===== src/rtl/pipelined_rca_adder.sv =====
// Pipelined ripple-carry adder/subtractor: one STAGE_BITS slice per stage, with input skew
// and output deskew so that a new operation can enter on every enabled cycle.
module pipelined_rca_adder #(
    parameter int unsigned WIDTH      = 8,
    parameter int unsigned STAGE_BITS = 2
) (
    input  logic             clk,
    input  logic             rst,
    input  logic             en,
    input  logic             in_valid,
    input  logic [WIDTH-1:0] A,
    input  logic [WIDTH-1:0] B,
    input  logic             carry_in,
    input  logic             sub,
    output logic             out_valid,
    output logic [WIDTH-1:0] Sum,
    output logic             carry_out,
    output logic             overflow
);
    localparam int unsigned SB     = STAGE_BITS;
    localparam int unsigned STAGES = WIDTH / STAGE_BITS;

    if ((WIDTH % STAGE_BITS) != 0) begin : g_cfg_err
        $error("pipelined_rca_adder: WIDTH must be a multiple of STAGE_BITS");
    end

    logic [WIDTH-1:0]  a_ent_c;
    logic [WIDTH-1:0]  b_ent_c;
    logic [STAGES:0]   carry;
    logic [STAGES-1:0] vld_q;
    logic              ov_q;

    // Bubbles enter as all-zero operands so idle output data stays deterministic
    assign a_ent_c  = in_valid ? A : '0;
    assign b_ent_c  = in_valid ? (sub ? ~B : B) : '0;
    assign carry[0] = in_valid & (sub | carry_in);

    always_ff @(posedge clk) begin
        if (rst) begin
            vld_q <= '0;
        end else if (en) begin
            vld_q[0] <= in_valid;
            for (int i = 1; i < STAGES; i++) begin
                vld_q[i] <= vld_q[i-1];
            end
        end
    end

    for (genvar k = 0; k < STAGES; k++) begin : g_slice
        localparam int unsigned DSK = STAGES - 1 - k;

        logic [SB-1:0] a_c;
        logic [SB-1:0] b_c;
        logic [SB:0]   add_c;
        logic [SB-1:0] s_q;
        logic          co_q;

        if (k == 0) begin : g_entry
            assign a_c = a_ent_c[SB-1:0];
            assign b_c = b_ent_c[SB-1:0];
        end else begin : g_skew
            // Slice k waits k cycles so it meets its own operation's carry
            logic [SB-1:0] a_sk [k];
            logic [SB-1:0] b_sk [k];

            always_ff @(posedge clk) begin
                if (rst) begin
                    for (int j = 0; j < k; j++) begin
                        a_sk[j] <= '0;
                        b_sk[j] <= '0;
                    end
                end else if (en) begin
                    a_sk[0] <= a_ent_c[k*SB +: SB];
                    b_sk[0] <= b_ent_c[k*SB +: SB];
                    for (int j = 1; j < k; j++) begin
                        a_sk[j] <= a_sk[j-1];
                        b_sk[j] <= b_sk[j-1];
                    end
                end
            end

            assign a_c = a_sk[k-1];
            assign b_c = b_sk[k-1];
        end

        assign add_c = (SB+1)'(a_c) + (SB+1)'(b_c) + (SB+1)'(carry[k]);

        always_ff @(posedge clk) begin
            if (rst) begin
                s_q  <= '0;
                co_q <= 1'b0;
            end else if (en) begin
                s_q  <= add_c[SB-1:0];
                co_q <= add_c[SB];
            end
        end

        assign carry[k+1] = co_q;

        if (k == STAGES - 1) begin : g_msb
            // Carry into the MSB recovered from the MSB sum bit
            logic msb_cin_c;

            assign msb_cin_c = a_c[SB-1] ^ b_c[SB-1] ^ add_c[SB-1];

            always_ff @(posedge clk) begin
                if (rst) begin
                    ov_q <= 1'b0;
                end else if (en) begin
                    ov_q <= msb_cin_c ^ add_c[SB];
                end
            end
        end

        if (DSK == 0) begin : g_out
            assign Sum[k*SB +: SB] = s_q;
        end else begin : g_deskew
            logic [SB-1:0] ds_q [DSK];

            always_ff @(posedge clk) begin
                if (rst) begin
                    for (int j = 0; j < DSK; j++) begin
                        ds_q[j] <= '0;
                    end
                end else if (en) begin
                    ds_q[0] <= s_q;
                    for (int j = 1; j < DSK; j++) begin
                        ds_q[j] <= ds_q[j-1];
                    end
                end
            end

            assign Sum[k*SB +: SB] = ds_q[DSK-1];
        end
    end

    assign out_valid = vld_q[STAGES-1];
    assign carry_out = carry[STAGES];
    assign overflow  = ov_q;

endmodule


===== config.mk =====
export PLATFORM = sky130hd
export DESIGN_NAME = pipelined_rca_adder
export DESIGN_NICKNAME = d
export VERILOG_FILES = /design/src/rtl/pipelined_rca_adder.sv
export SDC_FILE = /design/constraint.sdc
export NUM_CORES = 1
export LEC_CHECK = 0
export CAP_MARGIN = 20
export CORE_MARGIN = 2
export CORE_UTILIZATION = 45
export CTS_BUF_LIST = sky130_fd_sc_hd__clkbuf_2
export DETAILED_ROUTE_END_ITERATION = 10
export HOLD_SLACK_MARGIN = 0.1
export PLACE_DENSITY = 0.71
export SLEW_MARGIN = 20
export SYNTH_ARGS = -nofsm -noshare
export SYNTH_HDL_FRONTEND = slang
export SYNTH_SLANG_ARGS = --single-unit

===== constraint.sdc =====
create_clock -name clk -period 2 [get_ports clk]
set_clock_uncertainty 0.1 [all_clocks]
set_input_delay 0.5 -clock clk [delete_from_list [all_inputs] [get_ports clk]]
set_output_delay 0.5 -clock clk [all_outputs]
set_load 0.03 [all_outputs]

==> impl_metrics.ini <==
[status]
status = complete, no violations

[synth]
synth_cell_types = 26
syn_area_um2 = 2330
avgSynthCellArea_um2 = 13.0
syn-num-nets = 211
ys_seq_elements = 53
synthArstFlopShare_pct = 0
ys_seq_area_share_pct = 60.9
ys.warnings.count = 0
synth_edf_count = 36
ys.flop_type = edfxtp_1
synth_cells = 180

[pwr]
ir_drop_v = 0.000341
pwr_density_cell_nw_per_um2 = 713
leakagePower_uw = 0.00114

[floorplan]
die_width_um = 76.0
die-area_um2 = 5780
initial_core_util_pct = 46.3
rows = 26
ios = 33
die-height_um = 76.0
core_um2 = 5040

[clocking]
clkSinkCount = 53
cts_buffers = 5
htreeDepth = 2
clkSlewWorstSetupHoldPaths_ps = 270
ctsHoldBuffers = 0
clk_latency_ps = 450
cts-root-buf = clkbuf_2
cts_tree = done
cts_max_path_buffers = 2

[sta]
rsz0062_at_grt = yes
min_period_ps = 1980
max_slew.worst_pin.slew_ps = 302
max_freq_ghz = 0.506
setup_tns_ps = 0
whs_ps = 391
hold_viol_final = 0
finalCritPeriodShare_pct = 98.9
finalMaxSlewViolations = 0
setup-violations-final = 0
slew_headroom_pct = 79.9

[global_route]
track_usage_pct = 12.2
grt_pass1_wl_um = 5530
grt_start_max_net_pins = 25
antenna_found_initial = 0
grt_pass1_vias = 1215
overflow = 0

[critical_path]
cp_slowest_stage_delay_ps = 550
cp.arrival_ps = 2230
critical_path.cell_chain = inv_2, fa_2, fa_2, xor3_1, mux2i_1, nor2_1
crit_required_ps = 2250
r2r_start = g_slice[2].co_q$_SDFFE_PP0P_
critical_path_class = reg2reg
cp_common_cell = fa_2
endpoint_kind = flip-flop
crit_slowest_cell = fa_2
crit_start = g_slice[2].co_q$_SDFFE_PP0P_
cp-start-kind = flip-flop
crit_fanout = 2

[finish]
fin_nets = 251
area_growth_pct = 21.0
drive_gt1_share_pct = 16.7
antenna_cells = 0

[min_path]
min_from = carry_out$_SDFFE_PP0P_
min_path_type = reg2reg

[detailed_routing]
avgRoutedWirePerCell_um = 10.5
vias_per_cell = 4.37
drt_wl_total_um = 3070
initialDrtViolationCount = 46
postRouteAntennaNets = 0
vias = 1271
drc = 0
drtPass1Iterations = 4

[placement]
place_congestion = 0.706
hpwl_um = 2170
place.port_buffers = 32

[flow_run]
maxCapViolCount = 0
-- cell usage after synthesis, drive strengths merged (2+ instances only) --
cell / n / share of area, %
xnor2: 6 / 2.3
dfxtp: 17 / 15
edfxtp: 36 / 46
mux2i: 6 / 2.6
nand2: 3 / 0.59
nor2: 23 / 4.3
clkbuf: 2 / 0.43
fa: 8 / 6.9
buf: 11 / 3.6
a211oi: 10 / 3.4
xor2: 2 / 0.75
inv: 16 / 2.6
or2: 2 / 0.54
and2: 32 / 8.6
-- kinds of logic (layout without fill, tap and decap cells) --
group	Yosys count	count (layout)	synth area share, %
DFF	53	53	60.9
adders and majority gates	9	9	7.40
buffers and inverters	29	70	6.60
muxes	6	6	2.57
xor gates and xnor gates	9	9	4.02
AOI/OAI and AO/OA	12	12	3.86
and+or+nand+nor	62	62	14.6
-- per-stage QoR --
stage	power [uW]	cell area [um^2]	instances	worst slack, ps	utilization, %
final	2010	2820	291	23.0	56.0
after global placement	1590	2780	283	-475	55.1
after floorplan	1490	2350	180	-3.04	-
after global routing	2110	2820	291	-37.4	56.0
after detailed placement	1610	2780	283	-519	55.1
after CTS	2030	2820	291	30.5	56.0
-- worst max-delay path, delay by kind of cell, from the launching register on --
| kind | cells | cell delay (ps) |
|---|---|---|
| xor gates and xnor gates | 1 | 240 |
| DFF | 1 | 400 |
| buffers and inverters | 1 | 40 |
| adders and majority gates | 2 | 930 |
| muxes | 1 | 140 |
| and+or+nand+nor | 1 | 50 |
-- where the power goes --
| group | total (uW) | leakage (uW) | switching (uW) | internal (uW) |
|---|---|---|---|---|
| sequential | 1270 | 0.000536 | 21.5 | 1250 |
| clock | 446 | 0.0000335 | 349 | 96.9 |
| combinational | 299 | 0.000565 | 150 | 148 |
| total | 2010 | 0.00114 | 521 | 1490 |
-- metal layers --
layer  wire (um)  vias to the layer above  global-route usage, %
li1            -                      666                      -
met1        1410                      564                   15.0
met2        1440                       36                   20.0
met3         164                        5                   3.55
met4          50                        0                   5.45
met5           0                        -                      0
-- registers in the layout, summed over array words and instances (netlist names) --
register,count
g_slice.co_q,3
g_slice.s_q,8
vld_q,4
g_slice.g_skew.b_sk,12
g_slice.g_skew.a_sk,12
carry_out,1
overflow,1
g_slice.g_deskew.ds_q,12
-- final timing paths --
check                           depth (start not counted)  slack (ps)                      to
worst max register to register                          6          20   overflow$_SDFFE_PP0P_
worst max-delay path                                    6          20   overflow$_SDFFE_PP0P_
worst min-delay path                                    2         390  carry_out$_SDFFE_PP0P_
worst min register to register                          2         390  carry_out$_SDFFE_PP0P_
-- what timing repair did --
action,in CTS,in global routing
endpoints found under the setup margin,13,1
setup buffers,0,0
pin swaps,1,0
gates resized for setup,15,2
-- layout by cell type (no fill, tap or decap), types with 6 or more instances in the layout --
master and n:
xnor2_1 6, dfxtp_1 16, dlygate4sd2_1 12, clkdlybuf4s50_1 20
nor2_1 17, and2_1 32, inv_1 14, a211oi_1 9
edfxtp_1 36, nor2_2 6, mux2i_1 6, buf_4 12
-- area by class of cell --
type	instances	area [um^2]
inverters	16	60.1
fillers	450	2220
clock buffers	5	25.0
multi-input cells	98	766
well taps	70	87.6
repair buffers	46	435
clock inverters	3	26.3
flip-flops and latches	53	1420
Note: power is estimated with default switching activity, not from simulation.
